==> config.mk <==
export PLATFORM = sky130hd
export DESIGN_NAME = uart_tx_flat
export DESIGN_NICKNAME = d
export VERILOG_FILES = /design/src/rtl/uart_pkg.sv /design/src/rtl/uart_tx_if.sv /design/src/rtl/uart_tx_fifo.sv /design/src/rtl/uart_tx.sv /design/src/flat_wrapper.sv
export SDC_FILE = /design/constraint.sdc
export NUM_CORES = 1
export LEC_CHECK = 0
export ABC_AREA = 1
export ABC_CLOCK_PERIOD_IN_PS = 6350
export CORE_MARGIN = 2
export CORE_UTILIZATION = 60
export DETAILED_ROUTE_END_ITERATION = 10
export PLACE_DENSITY = 0.79
export SYNTH_ARGS = -nofsm -noshare
export SYNTH_HDL_FRONTEND = slang
export SYNTH_SLANG_ARGS = --single-unit
export TNS_END_PERCENT = 1
==> constraint.sdc <==
create_clock -name clk -period 6.35 [get_ports clk]
set_input_delay 1.27 -clock clk [delete_from_list [all_inputs] [get_ports clk]]
set_output_delay 1.27 -clock clk [all_outputs]
set_load 0.005 [all_outputs]
==> src/rtl/uart_pkg.sv <==
// Shared UART definitions: transmit FSM states, baud timing helper, idle line level.
// No logic of its own.
// Optional parity state is present only when UART_TX_PARITY_EN is defined.
package uart_pkg;

    // Level the serial line rests at between frames.
    localparam logic LINE_IDLE = 1'b1;

    typedef enum logic [2:0] {
        STATE_IDLE   = 3'd0,
        STATE_START  = 3'd1,
        STATE_DATA   = 3'd2,
        STATE_STOP   = 3'd3
`ifdef UART_TX_PARITY_EN
        , STATE_PARITY = 3'd4
`endif
    } state_t;

    // Number of clk cycles per serial bit (truncating division).
    function automatic int pulse_width(input int systemclock, input int baudrate);
        return systemclock / baudrate;
    endfunction

endpackage

==> src/rtl/uart_tx_if.sv <==
// Word handshake into the UART transmitter: data/valid forward, ready back.
// A word moves on a cycle where tx_data_valid && tx_ready.
// Ready low means the transmitter queue is full; valid is then ignored.
interface uart_tx_if #(
    parameter int ELEMENT_WIDTH = 8
);
    logic [ELEMENT_WIDTH-1:0] tx_data;
    logic                     tx_data_valid;
    logic                     tx_ready;

    modport master (output tx_data, output tx_data_valid, input tx_ready);
    modport slave  (input tx_data, input tx_data_valid, output tx_ready);
endinterface

==> src/rtl/uart_tx_fifo.sv <==
// Small word FIFO in front of the UART serialiser; head is read combinationally.
// Latency: a word written on one edge is visible at the head after that edge.
// Backpressure: push is dropped while full (even with a same-cycle pop); pop on empty is ignored.
module uart_tx_fifo #(
    parameter int ELEMENT_WIDTH = 8,
    parameter int FIFO_DEPTH    = 4
) (
    input  logic                     clk,
    input  logic                     rst,
    input  logic                     push,
    input  logic [ELEMENT_WIDTH-1:0] wr_data,
    input  logic                     pop,
    output logic [ELEMENT_WIDTH-1:0] rd_data,
    output logic                     full,
    output logic                     empty
);
    localparam int PTR_W = (FIFO_DEPTH > 1) ? $clog2(FIFO_DEPTH) : 1;
    localparam int CNT_W = PTR_W + 1;

    logic [ELEMENT_WIDTH-1:0] mem [FIFO_DEPTH];
    logic [PTR_W-1:0]         wr_ptr;
    logic [PTR_W-1:0]         rd_ptr;
    logic [CNT_W-1:0]         count;
    logic                     do_push;
    logic                     do_pop;

    // Full decision looks only at the current count, so a pop cannot make room for a same-cycle push.
    assign full    = (count == CNT_W'(FIFO_DEPTH));
    assign empty   = (count == '0);
    assign do_push = push && !full;
    assign do_pop  = pop && !empty;
    assign rd_data = mem[rd_ptr];

    // Pointers wrap naturally because the depth is a power of two.
    always_ff @(posedge clk) begin
        if (rst) begin
            wr_ptr <= '0;
            rd_ptr <= '0;
            count  <= '0;
        end else begin
            if (do_push) wr_ptr <= wr_ptr + PTR_W'(1);
            if (do_pop)  rd_ptr <= rd_ptr + PTR_W'(1);
            case ({do_push, do_pop})
                2'b10:   count <= count + CNT_W'(1);
                2'b01:   count <= count - CNT_W'(1);
                default: count <= count;
            endcase
        end
    end

    // Storage needs no reset; only the pointers define what is valid.
    always_ff @(posedge clk) begin
        if (do_push) mem[wr_ptr] <= wr_data;
    end

endmodule

==> src/rtl/uart_tx.sv <==
// UART transmitter: queues words and sends start, LSB-first data, [parity], stop frames.
// Latency: start bit falls on tx_line 2 cycles after the accepting edge when idle; frames chain with no gap.
// Backpressure: tx_ready low while the queue is full. Build option UART_TX_PARITY_EN adds an even parity bit.
module uart_tx
    import uart_pkg::*;
#(
    parameter int ELEMENT_WIDTH = 8,
    parameter int BAUDRATE      = 250_000,
    parameter int SYSTEMCLOCK   = 100_000_000,
    parameter int FIFO_DEPTH    = 4
) (
    input  logic     clk,
    input  logic     rst,
    uart_tx_if.slave bus,
    output logic     tx_line,
    output logic     tx_busy
);
    localparam int PULSE_WIDTH = pulse_width(SYSTEMCLOCK, BAUDRATE);
    localparam int CNT_W       = $clog2(PULSE_WIDTH) + 1;
    localparam int BIT_W       = $clog2(ELEMENT_WIDTH + 1);
    localparam logic [CNT_W-1:0] CNT_RELOAD = CNT_W'(PULSE_WIDTH - 1);
    localparam logic [BIT_W-1:0] LAST_BIT   = BIT_W'(ELEMENT_WIDTH - 1);

    state_t                   state;
    state_t                   state_nxt;
    logic [CNT_W-1:0]         cnt;
    logic [CNT_W-1:0]         cnt_nxt;
    logic [BIT_W-1:0]         bit_idx;
    logic [BIT_W-1:0]         bit_idx_nxt;
    logic [ELEMENT_WIDTH-1:0] shift;
    logic [ELEMENT_WIDTH-1:0] shift_nxt;
    logic                     line_nxt;
    logic                     busy_nxt;
    logic                     fifo_pop;
    logic                     fifo_full;
    logic                     fifo_empty;
    logic [ELEMENT_WIDTH-1:0] fifo_head;
`ifdef UART_TX_PARITY_EN
    logic                     parity;
    logic                     parity_nxt;
`endif

    assign bus.tx_ready = !fifo_full;

    uart_tx_fifo #(
        .ELEMENT_WIDTH (ELEMENT_WIDTH),
        .FIFO_DEPTH    (FIFO_DEPTH)
    ) u_fifo (
        .clk     (clk),
        .rst     (rst),
        .push    (bus.tx_data_valid),
        .wr_data (bus.tx_data),
        .pop     (fifo_pop),
        .rd_data (fifo_head),
        .full    (fifo_full),
        .empty   (fifo_empty)
    );

    // Next-state, counters and line level for the current state; the line flop lags state by one cycle.
    always_comb begin
        state_nxt   = state;
        cnt_nxt     = cnt;
        bit_idx_nxt = bit_idx;
        shift_nxt   = shift;
        line_nxt    = LINE_IDLE;
        fifo_pop    = 1'b0;
`ifdef UART_TX_PARITY_EN
        parity_nxt  = parity;
`endif
        case (state)
            STATE_IDLE: begin
                if (!fifo_empty) begin
                    fifo_pop  = 1'b1;
                    shift_nxt = fifo_head;
                    cnt_nxt   = CNT_RELOAD;
                    state_nxt = STATE_START;
`ifdef UART_TX_PARITY_EN
                    parity_nxt = ^fifo_head;
`endif
                end
            end
            STATE_START: begin
                line_nxt = 1'b0;
                if (cnt == '0) begin
                    cnt_nxt     = CNT_RELOAD;
                    bit_idx_nxt = '0;
                    state_nxt   = STATE_DATA;
                end else begin
                    cnt_nxt = cnt - CNT_W'(1);
                end
            end
            STATE_DATA: begin
                line_nxt = shift[0];
                if (cnt == '0) begin
                    cnt_nxt   = CNT_RELOAD;
                    shift_nxt = shift >> 1;
                    if (bit_idx == LAST_BIT) begin
`ifdef UART_TX_PARITY_EN
                        state_nxt = STATE_PARITY;
`else
                        state_nxt = STATE_STOP;
`endif
                    end else begin
                        bit_idx_nxt = bit_idx + BIT_W'(1);
                    end
                end else begin
                    cnt_nxt = cnt - CNT_W'(1);
                end
            end
`ifdef UART_TX_PARITY_EN
            STATE_PARITY: begin
                line_nxt = parity;
                if (cnt == '0) begin
                    cnt_nxt   = CNT_RELOAD;
                    state_nxt = STATE_STOP;
                end else begin
                    cnt_nxt = cnt - CNT_W'(1);
                end
            end
`endif
            STATE_STOP: begin
                line_nxt = LINE_IDLE;
                if (cnt == '0) begin
                    // Chain straight into the next start bit when a word is waiting.
                    if (!fifo_empty) begin
                        fifo_pop  = 1'b1;
                        shift_nxt = fifo_head;
                        cnt_nxt   = CNT_RELOAD;
                        state_nxt = STATE_START;
`ifdef UART_TX_PARITY_EN
                        parity_nxt = ^fifo_head;
`endif
                    end else begin
                        state_nxt = STATE_IDLE;
                    end
                end else begin
                    cnt_nxt = cnt - CNT_W'(1);
                end
            end
            default: begin
                state_nxt = STATE_IDLE;
            end
        endcase
        busy_nxt = (state != STATE_IDLE) || !fifo_empty;
    end

    // State, counters, shift register and the registered line/busy outputs.
    always_ff @(posedge clk) begin
        if (rst) begin
            state   <= STATE_IDLE;
            cnt     <= '0;
            bit_idx <= '0;
            shift   <= '0;
            tx_line <= LINE_IDLE;
            tx_busy <= 1'b0;
`ifdef UART_TX_PARITY_EN
            parity  <= 1'b0;
`endif
        end else begin
            state   <= state_nxt;
            cnt     <= cnt_nxt;
            bit_idx <= bit_idx_nxt;
            shift   <= shift_nxt;
            tx_line <= line_nxt;
            tx_busy <= busy_nxt;
`ifdef UART_TX_PARITY_EN
            parity  <= parity_nxt;
`endif
        end
    end

endmodule

==> src/flat_wrapper.sv <==
// flat-port wrapper written by rule: the top's interface ports become plain ports
module uart_tx_flat import uart_pkg::*;
#(
    parameter int ELEMENT_WIDTH = 8,
    parameter int BAUDRATE      = 250_000,
    parameter int SYSTEMCLOCK   = 100_000_000,
    parameter int FIFO_DEPTH    = 4
)
  (clk, rst, tx_line, tx_busy, bus_tx_data, bus_tx_data_valid, bus_tx_ready);
  uart_tx_if #(.ELEMENT_WIDTH(ELEMENT_WIDTH)) bus_i ();
  input  logic clk;
  input  logic rst;
  output logic tx_line;
  output logic tx_busy;
  input wire logic [$bits(bus_i.tx_data)-1:0] bus_tx_data;
  input wire logic [$bits(bus_i.tx_data_valid)-1:0] bus_tx_data_valid;
  output wire logic [$bits(bus_i.tx_ready)-1:0] bus_tx_ready;
  assign bus_i.tx_data = bus_tx_data;
  assign bus_i.tx_data_valid = bus_tx_data_valid;
  assign bus_tx_ready = bus_i.tx_ready;
  uart_tx #(.ELEMENT_WIDTH(ELEMENT_WIDTH), .BAUDRATE(BAUDRATE), .SYSTEMCLOCK(SYSTEMCLOCK), .FIFO_DEPTH(FIFO_DEPTH)) u_core (.clk(clk), .rst(rst), .bus(bus_i), .tx_line(tx_line), .tx_busy(tx_busy));
endmodule
==> Word level (Yosys, flattened, before mapping) <==
Memories as Yosys holds them, arrays and structs flattened. A register that Yosys moved wholly into a read port is not among the register bits.
Cells that the tools add are included.
{ "op_classes": {"addsub": 6, "n_eq_ne": 13, "mux": 28, "n_reduce_logical": 17} }
{ "ops": {"columns": ["cell", "n"], "rows": [
  ["two-way mux 10 bit", 3],
  ["case mux 10 bit (3 select lines)", 1],
  ["two-way mux 8 bit", 3],
  ["case mux 8 bit (3 select lines)", 1],
  ["two-way mux 3 bit", 5],
  ["two-way mux 4 bit", 3],
  ["case mux 3 bit (4 select lines)", 1],
  ["logical NOT 10 bit", 1],
  ["subtractor 10 x 1 -> 10 bit (second input constant)", 1],
  ["nonzero test 3 bit", 3],
  ["!= test 2 x 1 -> 1 bit (second input constant)", 4],
  ["case mux 4 bit (2 select lines)", 1],
  ["equality test 3 x 2 -> 1 bit (second input constant)", 2],
  ["logical NOT 3 bit", 2],
  ["case mux 3 bit (2 select lines)", 1],
  ["two-way mux 1 bit", 5],
  ["AND reduction 5 bit", 1],
  ["adder 2 x 1 -> 2 bit (second input constant)", 2],
  ["adder 4 x 1 -> 4 bit (second input constant)", 1],
  ["equality test 4 x 3 -> 1 bit (second input constant)", 1],
  ["two-way mux 2 bit", 2],
  ["!= test 2 bit (second input constant)", 2],
  ["case mux 1 bit (2 select lines)", 2],
  ["AND reduction 4 bit", 1],
  ["12 further kinds", 15]
]} }
{ "word_totals": {"regBits": 34, "mem_bits_rw": 32, "inputBits": 11, "out_inout_bits": 3, "mem_count": 1} }
{ "mem_list": {"columns": ["memory", "depth", "width", "read_ports", "rd_ports_with_merged_regs", "wr", "line_no", "text"], "rows": [
  ["u_core.u_fifo.mem", 4, 8, 1, 1, 1, "uart_tx_fifo.sv:20", "logic [ELEMENT_WIDTH-1:0] mem [FIFO_DEPTH];"]
]} }

==> Depth between registers and ports, before layout <==
{ "logic_depth": {"depth_word": 7, "ltp_mapped": 14, "mapped_depth_nobuf": 13} }

==> Modules after synthesis <==
From an unflattened synthesis, not the netlist that was laid out.
{ "hier_totals": {"hier_cells": 399, "hier_area_um2": 3395.8} }
{ "by_module_without_submodules": {"columns": ["mod", "n_inst", "cells_per_inst", "area_per_inst_um2", "seq_area_each_um2"], "rows": [
  ["uart_tx", 1, 253, 1704.1, 520.5],
  ["uart_tx_fifo", 1, 146, 1691.6, 1141.1]
]} }

==> Least setup slack after synthesis <==
No wires, ideal clock.
{ "synth_timing": {"path_kind": "input to register", "from": "in bus_tx_data_valid", "to": "reg u_core.u_fifo.count[2]", "setup_ns": 0.122, "arrival_ns": 2.436, "t_required_ns": 6.228, "setup_slack_ns": 3.791, "stages": 8, "path_buffers": 0, "cell_sequence": "nand2_1 ha_1 inv_1 fa_1 a21oi_1 o21ai_0 o21ai_0 a21oi_1"} }
{ "synth_between": {"elab_chain_len": 3, "elab_cells_between_ends": 5, "classes_between": "eq/ne (2); mux (1); reduce/logical (2)"} }
{ "synth_rtl": {"columns": ["item", "line_no", "text"], "rows": [
  ["start, declared", "flat_wrapper.sv:16", "input wire logic [$bits(bus_i.tx_data_valid)-1:0] bus_tx_data_valid;"],
  ["logical AND 1 bit (*)", "uart_tx_fifo.sv:30", "assign do_push = push && !full;"],
  ["equality test 2 x 1 -> 1 bit / equality test 2 bit (equally long branches)", "uart_tx_fifo.sv:43", "case ({do_push, do_pop})"],
  ["case mux 3 bit (2 select lines) / nonzero test 2 bit (equally long branches)", null, null],
  ["end signal, assigned", "uart_tx_fifo.sv:44", "2'b10: count <= count + CNT_W'(1);"],
  ["end signal, assigned", "uart_tx_fifo.sv:45", "2'b01: count <= count - CNT_W'(1);"],
  ["end signal, assigned", "uart_tx_fifo.sv:46", "default: count <= count;"],
  ["end, declared", "uart_tx_fifo.sv:23", "logic [CNT_W-1:0] count;"]
]} }
Every way passes the cells marked *; elsewhere a longest branch is shown, timed or not.
A chain may end at the register's enable or synchronous reset.

==> Worst setup path in the final report <==
Ends and elaborated chain as after synthesis.

==> impl_metrics.ini <==
[worst_setup_path]
setup.worst_path.end_class = flop
reg2regPathDepth = 12
register_to_register_setup_slack_ps = 3740
worst-endpoint-arrival_ps = 2980
critical_path.startpoint_type = primary input
timing.rr.end = u_core.u_fifo.count[2]
r2r_start = u_core.state[0]
critPathKind = in -> reg
worst_ep_required_time_ps = 6580
maximum_fanout_count_along_the_critical_path = 9

[timing]
final_period_minus_worst_setup_slack_ps = 2760
tns_ps = 0
number_of_failing_hold_endpoints_at_the_final_stage = 0
tightestPinTransition_ps = 834
timing.max_slew.rel_slack = 0.444
timing.hold.ws_ps = 503
fmaxAchievable_mhz = 363
timing.clock.skew_ps = 7.31
timing.final.crit_share = 0.434
number_of_pins_with_negative_max_slew_slack_in_the_final_report = 0
setup_violations = 0
rsz0062_at_grt = no

[global_routing]
largest_net_degree_at_the_start_of_global_routing = 27
grt_pass1_wl_um = 11300
track_usage = 0.236
antenna_found_initial = 0
gr-total-overflow = 0
vias_in_the_first_global_route = 2609

[floorplan]
num_io_pins = 14
die_height_um = 79.4
initial_utilization = 0.620
placementRows = 27
core_mm2 = 0.00551
chipWidth_um = 79.4
die_area_mm2 = 0.00631

[placed_design]
gp_congestion = 0.876
placement.cell_area_mm2 = 0.00356
io_buffer_count = 13
numPlacedInstances = 498
dpl.hpwl_um = 4540

[routing]
number_of_iterations_in_the_first_detailed_routing_pass = 4
routed_wl_um = 6470
viasPerCell = 5.19
route.vias.total = 2666
drt-wirelength-per-cell_um = 12.6
initialDrtViolationCount = 164
antenna_left = 0
drcViolationCount = 0

[clock_tree]
clk_root_buffer_cell = sky130_fd_sc_hd__clkbuf_8
ctsLongestPathBuffers = 2
cts.sinks = 67
tritoncts = yes
cts_inserted_buffers = 9
post_cts.resized_instances = 0
worstSkewPairLatency_ps = 340
post_cts_setup_buffer_count = 0
clkTransAtPathRegs_ps = 60
clock_tree.htree_level_count = 3
ctsHoldBuffers = 0

[finish]
design_area_mm2 = 0.00373
ant_diodes = 0
layout.cells.non_filler = 514
finalCoreUtilization = 0.678
layout_area_overhead_pct = 9.46
drive_gt1_frac = 0.0656
finalNetCount = 463

[yosys]
synth_seq_area_share = 0.487
synth_cells = 426
synth.distinct_cells = 30
synth_warnings = 0
syn-mean-instance-area_um2 = 8.01
postSynthNetCount = 452
syn-cell-area_mm2 = 0.00341
synth.ff_latch_count = 67

[pwr]
ir_worst_vdd_mv = 0.366
leakagePower_uw = 0.00162
pwr_density_cell_mw_per_mm2 = 456

[min_path]
min_path_type = reg -> reg
min_to = u_core.tx_line
min_delay_path_depth = 2
min_from = u_core.shift[0]

[flow_run]
max_cap_violations = 0

[status]
outcome = completed
## cells in the final DEF (no fill, tap or decap)
cell / n
sky130_fd_sc_hd__ha_1: 14
sky130_fd_sc_hd__nand3_2: 2
sky130_fd_sc_hd__fa_1: 1
sky130_fd_sc_hd__clkdlybuf4s50_1: 13
sky130_fd_sc_hd__xor2_1: 1
sky130_fd_sc_hd__nor2_2: 1
sky130_fd_sc_hd__o211ai_1: 2
sky130_fd_sc_hd__clkinv_2: 1
sky130_fd_sc_hd__inv_2: 2
sky130_fd_sc_hd__nand2_2: 3
sky130_fd_sc_hd__dfxtp_1: 35
sky130_fd_sc_hd__nand3_4: 1
sky130_fd_sc_hd__inv_1: 56
sky130_fd_sc_hd__clkbuf_8: 9
sky130_fd_sc_hd__o21ai_1: 1
sky130_fd_sc_hd__edfxtp_1: 32
sky130_fd_sc_hd__nand2_4: 3
sky130_fd_sc_hd__o31ai_1: 2
sky130_fd_sc_hd__nor2_4: 2
sky130_fd_sc_hd__or2_1: 1
sky130_fd_sc_hd__a21oi_1: 20
sky130_fd_sc_hd__nand4_1: 7
sky130_fd_sc_hd__clkinv_1: 3
sky130_fd_sc_hd__o21ai_0: 37
sky130_fd_sc_hd__a21oi_4: 1
sky130_fd_sc_hd__o21ai_2: 2
sky130_fd_sc_hd__nand2_1: 88
sky130_fd_sc_hd__nor3b_1: 1
sky130_fd_sc_hd__nand3_1: 18
sky130_fd_sc_hd__clkbuf_1: 2
sky130_fd_sc_hd__or2_2: 1
sky130_fd_sc_hd__nor2_1: 79
sky130_fd_sc_hd__bufinv_16: 1
## area by class of cell
type / instances / area [um2]
inverters: 58 / 218
fillers: 455 / 1770
multi-input cells: 288 / 1460
well taps: 72 / 90.1
clock inverters: 5 / 46.3
flip-flops and latches: 67 / 1660
clock buffers: 11 / 131
repair buffers: 13 / 130
## critical path: stages
cell                              delay [ps]
sky130_fd_sc_hd__clkdlybuf4s50_1         390
sky130_fd_sc_hd__nand2_1                 220
sky130_fd_sc_hd__ha_1                    190
sky130_fd_sc_hd__inv_1                    60
sky130_fd_sc_hd__fa_1                    370
sky130_fd_sc_hd__a21oi_1                 140
sky130_fd_sc_hd__o21ai_0                 120
sky130_fd_sc_hd__o21ai_0                 170
sky130_fd_sc_hd__a21oi_1                  50
## metal layers
metal,vias to the layer above,share of wire,track usage,wire length [um]
met1,1229,0.47,0.291,3020
li1,1387,-,-,-
met4,0,0.020,0.133,131
met5,-,0,0,0
met2,39,0.48,0.391,3090
met3,11,0.035,0.0441,224
## report_power, final
group	internal (uW)	switching [uW]	leakage (uW)
Sequential	540	60.5	0.000582
Combinational	262	512	0.000953
Clock	177	151	0.0000898
## logic make-up after synthesis
| kind of cell | synth area share |
|---|---|
| fa+ha+maj | 0.0572 |
| simple gates | 0.264 |
| buf+inv | 0.0858 |
| xor+xnor | 0.00257 |
| compound gates | 0.104 |
| flops | 0.487 |
## sequential cells by signal (all words and copies together) (netlist names), named ones only
signal	cells
u_core.bit_idx	4
u_core.cnt	10
u_core.shift	8
u_core.state	2
u_core.tx_busy	1
u_core.tx_line	1
u_core.u_fifo.count	3
u_core.u_fifo.mem	32
u_core.u_fifo.rd_ptr	2
u_core.u_fifo.wr_ptr	2
## through the flow
| step | worst slack (ps) | total power (uW) |
|---|---|---|
| after CTS | 3620 | 1710 |
| after floorplan | 3790 | 1240 |
| after detailed placement | 3260 | 1380 |
| after global routing | 3540 | 1860 |
| final | 3590 | 1700 |
| after global placement | 3290 | 1350 |
## synth_stat cells, drive strengths merged
cell type,instances,area [um2]
xor2,1,8.76
o31ai,2,15.0
or2,2,12.5
nand2,94,383
buf,11,67.6
inv,58,218
nand4,7,43.8
clkbuf,2,7.51
nand3,21,128
dfxtp,35,701
nor3b,1,7.51
nor2,82,325
a21oi,21,116
fa,1,20.0
edfxtp,32,961
ha,14,175
o211ai,2,15.0
o21ai,40,208
## worst max path at each step
stage | endpoint | slack, ps | startpoint | cells after the start
CTS | u_core.u_fifo.count[2] | 3620 | bus_tx_data_valid | 9
floorplan | u_core.u_fifo.count[2] | 3790 | bus_tx_data_valid | 8
global placement | u_core.u_fifo.count[2] | 3290 | bus_tx_data_valid | 9
global route | u_core.u_fifo.count[2] | 3540 | bus_tx_data_valid | 9
finish | u_core.u_fifo.count[2] | 3590 | bus_tx_data_valid | 9
detailed placement | u_core.u_fifo.count[2] | 3260 | bus_tx_data_valid | 9
No activity file was read; power rests on OpenSTA's default activity.
